--- src/rtl/ldm_stm_pkg.sv ---
// Shared definitions for the LDM/STM block-transfer sequencer.
//   - FSM state encoding
//   - addressing-mode encodings, indexed by {P, U}
//   - register-list geometry
package ldm_stm_pkg;

  localparam int unsigned LIST_W = 16;  // register-list width
  localparam int unsigned IDX_W  = 4;   // register index width
  localparam int unsigned CNT_W  = 5;   // popcount width, 0..16

  typedef enum logic [1:0] {
    IDLE   = 2'd0,
    XFER   = 2'd1,
    FINISH = 2'd2
  } state_e;

  // Addressing modes, indexed by {PreIndex, Up}
  localparam logic [1:0] MODE_DA = 2'b00;
  localparam logic [1:0] MODE_IA = 2'b01;
  localparam logic [1:0] MODE_DB = 2'b10;
  localparam logic [1:0] MODE_IB = 2'b11;

endpackage

--- src/rtl/ldm_stm_sequencer_reglist_scan.sv ---
// Combinational register-list scanner.
// Ports:
//   list_i  - 16-bit register list
//   idx_o   - index of the lowest set bit (0 when the list is empty)
//   count_o - number of set bits, 0..16
module reglist_scan
  import ldm_stm_pkg::*;
(
  input  logic [LIST_W-1:0] list_i,
  output logic [IDX_W-1:0]  idx_o,
  output logic [CNT_W-1:0]  count_o
);

  // Priority encoder: scanning downward lets the lowest set bit win
  always_comb begin
    idx_o = '0;
    for (int i = LIST_W - 1; i >= 0; i--) begin
      if (list_i[i]) idx_o = IDX_W'(i);
    end
  end

  // Population count
  always_comb begin
    count_o = '0;
    for (int i = 0; i < LIST_W; i++) begin
      count_o = count_o + CNT_W'(list_i[i]);
    end
  end

endmodule

--- src/rtl/ldm_stm_sequencer.sv ---
// Multi-register load/store sequencer (LDM/STM) for the memory stage.
// Ports:
//   CLK, Reset            - clock, async active-high reset
//   Start, IsLoad,
//   PreIndex, Up,
//   WriteBack, BaseReg,
//   BaseAddr, RegList     - block-transfer command from execute
//   MemAddress/WE/WD, MemRD - data-memory interface (combinational read)
//   RegRA, RegRD          - register-file read port (stores)
//   RegWE/WA/WD           - register-file write port (loads, base writeback)
//   Stall                 - freeze upstream stages while busy
//   Done                  - one-cycle completion pulse
module ldm_stm_sequencer
  import ldm_stm_pkg::*;
#(
  parameter int unsigned ADDR_STEP = 4,
  parameter int unsigned ADDR_W    = 32
) (
  input  logic              CLK,
  input  logic              Reset,
  input  logic              Start,
  input  logic              IsLoad,
  input  logic              PreIndex,
  input  logic              Up,
  input  logic              WriteBack,
  input  logic [3:0]        BaseReg,
  input  logic [ADDR_W-1:0] BaseAddr,
  input  logic [15:0]       RegList,
  output logic [ADDR_W-1:0] MemAddress,
  output logic              MemWE,
  output logic [ADDR_W-1:0] MemWD,
  input  logic [ADDR_W-1:0] MemRD,
  output logic [3:0]        RegRA,
  input  logic [ADDR_W-1:0] RegRD,
  output logic              RegWE,
  output logic [3:0]        RegWA,
  output logic [ADDR_W-1:0] RegWD,
  output logic              Stall,
  output logic              Done
);

  localparam logic [ADDR_W-1:0] STEP = ADDR_W'(ADDR_STEP);

  state_e              state_q, state_d;
  logic [LIST_W-1:0]   pending_q, pending_d;
  logic [ADDR_W-1:0]   addr_q, addr_d;
  logic [ADDR_W-1:0]   new_base_q, new_base_d;
  logic                is_load_q, is_load_d;
  logic                wb_q, wb_d;
  logic [IDX_W-1:0]    base_reg_q, base_reg_d;
  logic                base_in_list_q, base_in_list_d;

  logic [LIST_W-1:0]   scan_list;
  logic [IDX_W-1:0]    scan_idx;
  logic [CNT_W-1:0]    scan_cnt;
  logic [ADDR_W-1:0]   span;
  logic [ADDR_W-1:0]   start_addr;
  logic [LIST_W-1:0]   pending_next;

  // One scanner serves both phases: popcount of the incoming list in IDLE,
  // lowest pending index during XFER.
  assign scan_list = (state_q == IDLE) ? RegList : pending_q;

  reglist_scan u_scan (
    .list_i  (scan_list),
    .idx_o   (scan_idx),
    .count_o (scan_cnt)
  );

  // N*ADDR_STEP, modulo 2^ADDR_W
  assign span = ADDR_W'(scan_cnt) * STEP;

  // Lowest transfer address for each addressing mode
  always_comb begin
    start_addr = BaseAddr;
    unique case ({PreIndex, Up})
      MODE_IA: start_addr = BaseAddr;
      MODE_IB: start_addr = BaseAddr + STEP;
      MODE_DA: start_addr = BaseAddr - span + STEP;
      MODE_DB: start_addr = BaseAddr - span;
      default: start_addr = BaseAddr;
    endcase
  end

  assign pending_next = pending_q & ~(LIST_W'(1) << scan_idx);

  // State and command registers
  always_ff @(posedge CLK or posedge Reset) begin
    if (Reset) begin
      state_q        <= IDLE;
      pending_q      <= '0;
      addr_q         <= '0;
      new_base_q     <= '0;
      is_load_q      <= 1'b0;
      wb_q           <= 1'b0;
      base_reg_q     <= '0;
      base_in_list_q <= 1'b0;
    end else begin
      state_q        <= state_d;
      pending_q      <= pending_d;
      addr_q         <= addr_d;
      new_base_q     <= new_base_d;
      is_load_q      <= is_load_d;
      wb_q           <= wb_d;
      base_reg_q     <= base_reg_d;
      base_in_list_q <= base_in_list_d;
    end
  end

  // Next-state and output logic
  always_comb begin
    state_d        = state_q;
    pending_d      = pending_q;
    addr_d         = addr_q;
    new_base_d     = new_base_q;
    is_load_d      = is_load_q;
    wb_d           = wb_q;
    base_reg_d     = base_reg_q;
    base_in_list_d = base_in_list_q;

    MemAddress = '0;
    MemWE      = 1'b0;
    MemWD      = '0;
    RegRA      = '0;
    RegWE      = 1'b0;
    RegWA      = '0;
    RegWD      = '0;
    Stall      = 1'b0;
    Done       = 1'b0;

    unique case (state_q)
      IDLE: begin
        // Freeze upstream in the same cycle the command is presented
        Stall = Start & ~Reset;
        if (Start) begin
          state_d        = (RegList != '0) ? XFER : FINISH;
          pending_d      = RegList;
          addr_d         = start_addr;
          new_base_d     = Up ? (BaseAddr + span) : (BaseAddr - span);
          is_load_d      = IsLoad;
          wb_d           = WriteBack;
          base_reg_d     = BaseReg;
          base_in_list_d = RegList[BaseReg];
        end
      end
      XFER: begin
        Stall      = 1'b1;
        MemAddress = addr_q;
        if (is_load_q) begin
          RegWE = 1'b1;
          RegWA = scan_idx;
          RegWD = MemRD;
        end else begin
          RegRA = scan_idx;
          MemWD = RegRD;
          MemWE = 1'b1;
        end
        pending_d = pending_next;
        addr_d    = addr_q + STEP;
        if (pending_next == '0) state_d = FINISH;
      end
      FINISH: begin
        Stall   = 1'b1;
        Done    = 1'b1;
        state_d = IDLE;
        // A loaded base register keeps its loaded value
        if (wb_q && !(is_load_q && base_in_list_q)) begin
          RegWE = 1'b1;
          RegWA = base_reg_q;
          RegWD = new_base_q;
        end
      end
      default: state_d = IDLE;
    endcase
  end

endmodule

--- config.mk ---
export PLATFORM = sky130hd
export DESIGN_NAME = ldm_stm_sequencer
export DESIGN_NICKNAME = d
export VERILOG_FILES = /design/src/rtl/ldm_stm_pkg.sv /design/src/rtl/ldm_stm_sequencer_reglist_scan.sv /design/src/rtl/ldm_stm_sequencer.sv
export SDC_FILE = /design/constraint.sdc
export NUM_CORES = 1
export LEC_CHECK = 0
export CAP_MARGIN = 40
export CORE_UTILIZATION = 45
export DETAILED_ROUTE_END_ITERATION = 16
export HOLD_SLACK_MARGIN = 0.15
export PLACE_DENSITY = 0.79
export SYNTH_ARGS = -nofsm -noshare
export SYNTH_HDL_FRONTEND = slang
export SYNTH_SLANG_ARGS = --single-unit
--- constraint.sdc ---
create_clock -name CLK -period 16.25 [get_ports CLK]
set_input_delay 3.25 -clock CLK [delete_from_list [all_inputs] [get_ports CLK]]
set_output_delay 3.25 -clock CLK [all_outputs]
set_load 0.05 [all_outputs]
## After elaboration in Yosys (flattened, before gate mapping)

Index checks and enable logic that the tools add are counted.

| storage, ports and cells | value |
|---|---|
| logic and storage cells | 100 |
| input bits | 123 |
| bits in registers | 89 |
| output and inout port bits | 108 |

| cells by class | value |
|---|---|
| reduce and logical (&&, ||, !) cells | 12 |
| magnitude comparators | 1 |
| $add $sub $neg | 20 |
| shift-type cells | 1 |
| equality and inequality tests | 7 |
| bitwise gates (word level) | 4 |
| multiplexer cells | 47 |

Operator list:

| cell | number |
|---|---|
| $mux W32 | 7 |
| $pmux W32 S2 | 2 |
| $pmux W32 S4 | 1 |
| $add A32 B3 Y32 const B | 3 |
| $mux W4 | 20 |
| $add A5 B1 Y5 | 14 |
| $add A32 B7 Y32 | 1 |
| $mux W16 | 2 |
| $pmux W16 S2 | 1 |
| $sub A32 B7 Y32 | 1 |
| $and A16 B16 Y16 | 1 |
| $logic_not A16 Y1 | 1 |
| $not A16 Y16 | 1 |
| $reduce_bool A16 Y1 | 1 |
| $shl A1 B4 Y16 const A | 1 |
| $pmux W4 S2 | 1 |
| $eq A2 B2 Y1 const B | 3 |
| $mux W1 | 6 |
| $mux W2 | 3 |
| $reduce_and A2 Y1 | 3 |
| $lt A4 B5 Y1 const B | 1 |
| $bmux W1 S4 | 1 |
| $eq A2 B1 Y1 const B | 2 |
| $logic_not A2 Y1 | 2 |
| other kinds (10) | 13 |

## Longest topological paths before layout

| logic depth | value |
|---|---|
| word-level depth | 24 |
| depth in mapped cells | 34 |
| gate-level depth less buffers | 30 |

## Cells and area by module

From an unflattened synthesis, not the netlist that was laid out.

| second synthesis, totals | value |
|---|---|
| cells, all modules | 1394 |
| area, all modules | 10161.0 µm² |

Modules (own cells, without submodules):

| module | sequential area each (µm²) | area each (µm²) | cells an instance | times used |
|---|---|---|---|---|
| ldm_stm_sequencer | 2227.1 | 9610.5 | 1323 | 1 |
| reglist_scan | 0.0 | 550.5 | 71 | 1 |

## Worst setup path after synthesis

OpenSTA, ideal clock, no wires.

| timing path | value |
|---|---|
| kind | input to register |
| start point | input RegList[0] |
| end point | register addr_q[24] |
| library setup time | 0.066 ns |
| required time | 16.184 ns |
| stages on the path | 21 |
| arrival | 9.861 ns |
| path slack | 6.323 ns |
| buffers on the path | 0 |
| cells stage by stage | nand2_1 a21boi_1 inv_1 ha_1 inv_1 fa_1 fa_1 fa_1 fa_1 fa_1 fa_1 inv_1 ha_1 or2_2 a2111oi_4 nor4_1 xor2_1 nor4b_2 nand4_1 or4_1 nand2_1 |

| between the ends | value |
|---|---|
| longest elaborated chain between the ends | 21 |

Ends and longest elaborated chain:

| element | line | RTL |
|---|---|---|
| start, declared | ldm_stm_sequencer.sv:28 | `input logic [15:0] RegList,` |
| $mux W16 (*) | ldm_stm_sequencer.sv:62 | `assign scan_list = (state_q == IDLE) ? RegList : pending_q;` |
| $add A1 B1 Y2 (*) | ldm_stm_sequencer_reglist_scan.sv:26 | `count_o = count_o + CNT_W'(list_i[i]);` |
| $add A5 B1 Y5 (*) (14 in a row) | ldm_stm_sequencer_reglist_scan.sv:26 |  |
| $sub A32 B7 Y32 (*) | ldm_stm_sequencer.sv:79, ldm_stm_sequencer.sv:80 |  |
| $add A32 B3 Y32 | ldm_stm_sequencer.sv:79 | `MODE_DA: start_addr = BaseAddr - span + STEP;` |
| $pmux W32 S4 (*) | ldm_stm_sequencer.sv:76 | `unique case ({PreIndex, Up})` |
| $mux W32 (*) | ldm_stm_sequencer.sv:135 | `if (Start) begin` |
| $pmux W32 S2 (*) | ldm_stm_sequencer.sv:131 | `unique case (state_q)` |
| end signal, assigned | ldm_stm_sequencer.sv:101 | `addr_q <= addr_d;` |
| end, declared | ldm_stm_sequencer.sv:46 | `logic [ADDR_W-1:0] addr_q, addr_d;` |

Every way passes the cells marked *; elsewhere a longest branch is shown, timed or not. The select of a mux whose other input is x is not followed.
A chain may end at the register's enable or synchronous reset.

## Final worst setup path

| timing path | value |
|---|---|
| start point | input RegList[0] |
| end point | register addr_q[31] |

The elaborated chain is that of the path after synthesis.

==> impl_metrics.toml <==
[run_status]
status = "complete, no violations"

[synth]
synth_edf_count = 0
yosysWarnings = 0
post_synth_main_area_contributors = "dfrtp_1, o21ai_0, nand2_1"
synth_top_family_by_area = "simple AND/OR/NAND/NOR gates"
synthMuxAreaShare_pct = 5.00
synth.avg_cell_area_sq_um = 7.34
synth_area_sq_mm = 0.0106
synth_top_area_cell = "dfrtp_1"
synthDistinctLibCells = 89
synth-adder-area-share_pct = 5.24
yosysSeqAreaShare_pct = 21.1
postSynth.asyncResetShare_pct = 100
yosysTopAreaCellShare_pct = 21.1
synth_compound_area_share_pct = 27.1
synthSimpleGateAreaFrac_pct = 29.9
ys.flop_type = "dfrtp_1"
syn_inst = 1438
syn-num-nets = 1598
ys_ff_latch = 89
synth-xor-area-share_pct = 5.86

[final_layout]
syn_to_final_growth_pct = 26.4
seq_area_sq_mm = 0.00223
multiInputGateArea_sq_mm = 0.00772
final_common_cell = "clkdlybuf4s50_1"
fillers = 2152
final_net_count = 1756
layout-drive-gt1-share_pct = 5.75
final_cell_mix = "clkdlybuf4s50_1, nand2_1, o21ai_0"
antenna_cells = 0

[routing]
wl_per_cell_um = 20.8
drtIter0Drc = 1258
finalWirelength_um = 39800
ant_nets = 0
drc = 0
vias = 12000
dr.pass1.iters = 5
detail_route.vias_per_cell = 6.28

[clock_tree]
clk_pin_slew_ns = 0.07
postCtsSetupBuffers = 0
clk_path_buf_depth = 2
root_buffer = "clkbuf_16"
cts_made_buffers = 9
clkLatencyLatePin_ns = 0.36
cts-resized-gates = 0
cts.sinks = 89
cts_tree = "done"
htreeDepth = 3
hold_buffers = 0

[worst_hold_path]
hold_end = "addr_q[1]"
hold-path-cell-count = 2
hold_path.startpoint = "addr_q[1]"
hold_path_class = "reg2reg"

[setup_path]
reg2reg_slack_ns = 6.34
criticalPathCategory = "in2reg"
cp_cell_sequence = "clkdlybuf4s50_1 -> nand2_1 -> a21boi_1 -> inv_1 -> ha_1 -> inv_1 -> fa_1 -> fa_1 -> fa_1 -> fa_1 -> fa_1 -> fa_1 -> inv_1 -> ha_1 -> or2_2 -> a2111oi_4 -> nor3_1 -> clkbuf_2 -> a31o_2 -> a211oi_1 -> nand4b_1 -> o31a_1 -> o31ai_1"
cp_num_buf_inv = 5
timing.rr.start = "state_q[0]"
crit_top_cell = "fa_1"
cp_top_family = "adder cells"
critPathLaunch = "RegList[0]"
worst_setup_path_start_kind = "input port"
cp_max_fo = 10
r2r_cells = 25
cp.arrival_ns = 11.44
worstReg2RegEnd = "addr_q[31]"
cp_slowest_cell = "a211oi_1"
endpoint_kind = "flop"
max_stage_delay_ns = 0.73
crit_required_ns = 16.52

[sta]
fin_crit_sh_pct = 68.8
fin_ws_ns = 5.08
finalSetupViolCount = 0
period_needed_ns = 11.17
worst_pin_slew_ns = 0.861
hold_viol = 0
slew_viol_final = 0
fmax_ghz = 0.0895
slew_headroom_pct = 42.2
skew_ns = 0.00640
rsz0062_at_grt = "no"
tns_ns = 0

[grt]
antenna_found_initial = 0
grt_pass1_wl_um = 61400
grt_pass1_vias = 11100
grt_use_total_pct = 32.7
grt-ovfl-total = 0
grt_max_degree = 82

[place]
io_buffers = 230
pre_cts_slack_ns = 4.85
dp_hpwl_um = 30300
place_congestion = 0.996

[die]
dieHeight_um = 155
ios = 231
start_util_pct = 46.2
dieArea_sq_mm = 0.0241
die_x_um = 155
core_sq_mm = 0.0228
placementRows = 55

[run]
cap_viol_max_count = 0
final cells by class:
class                           count  area share [%]
Multi-Input combinational cell   1193            57.9
Inverter                           49            1.39
Tap cell                          313            2.94
Clock buffer                        9            1.69
Timing Repair Buffer              254            18.7
Sequential cell                    89            16.7
Clock inverter                      7           0.703
synthesized netlist by cell type (12+ instances only):
cell,number
fa_1,12
nor4_1,19
inv_1,47
or3_1,22
nor2b_1,52
o211ai_1,12
a211oi_1,12
nor2_1,104
mux2i_1,21
nand2_1,152
dfrtp_1,89
and3_1,13
a21oi_1,86
nand3_1,43
o21ai_0,135
xnor2_1,42
clkbuf_1,89
o31ai_1,15
nand4_1,24
and2_1,71
ha_1,25
a21o_1,18
mux2_2,17
xor2_1,26
a22oi_1,41
a31oi_1,22
o22ai_1,16
nor3_1,45
flip-flops by register name, summed over array words and instances (netlist names):
signal / flops
base_reg_q: 4
pending_q: 16
base_in_list_q: 1
state_q: 2
addr_q: 32
wb_q: 1
is_load_q: 1
new_base_q: 32
per-stage QoR:
stage                     cell area (sq um)  hold WS [ns]  util [%]  cells
after floorplan                       10600         0.442         -   1438
after CTS                             13300         0.484      58.4   1913
after detailed placement              13000         0.468      57.0   1897
after global placement                13000         0.454      56.7   1890
final                                 13300         0.484      58.4   1914
after global routing                  13300         0.513      58.4   1914
logic make-up after synthesis:
logic type / count (synthesis)
buffers and inverters: 156
adders and majority gates: 37
xor gates and xnor gates: 69
AOI/OAI and AO/OA: 442
DFF: 89
and+or+nand+nor: 601
muxes: 44
how the worst max path moves through the flow:
stage	cells past startpoint	slack, ns	endpoint
2_1_floorplan	21	6.32	addr_q[24]
3_3_place_gp	22	4.89	addr_q[24]
3_5_place_dp	22	4.85	addr_q[31]
4_1_cts	22	5.19	addr_q[31]
5_1_grt	23	4.66	addr_q[31]
6_report	23	5.08	addr_q[31]
per-layer routing:
layer	global-route usage, %	wire [um]	vias up
met3	4.62	3580	94
met5	0	0	-
li1	-	-	5566
met4	12.8	1420	0
met2	53.3	18400	679
met1	43.5	16400	5673
worst min-delay path, cell delays in order (launching register included):
cell	delay [ns]
dfrtp_1	0.34
nand2_1	0.04
o21ai_0	0.07
Power is left out: the tool's default activity adds up to more than one toggle a clock period on the data nets, which glitch-free logic cannot reach.
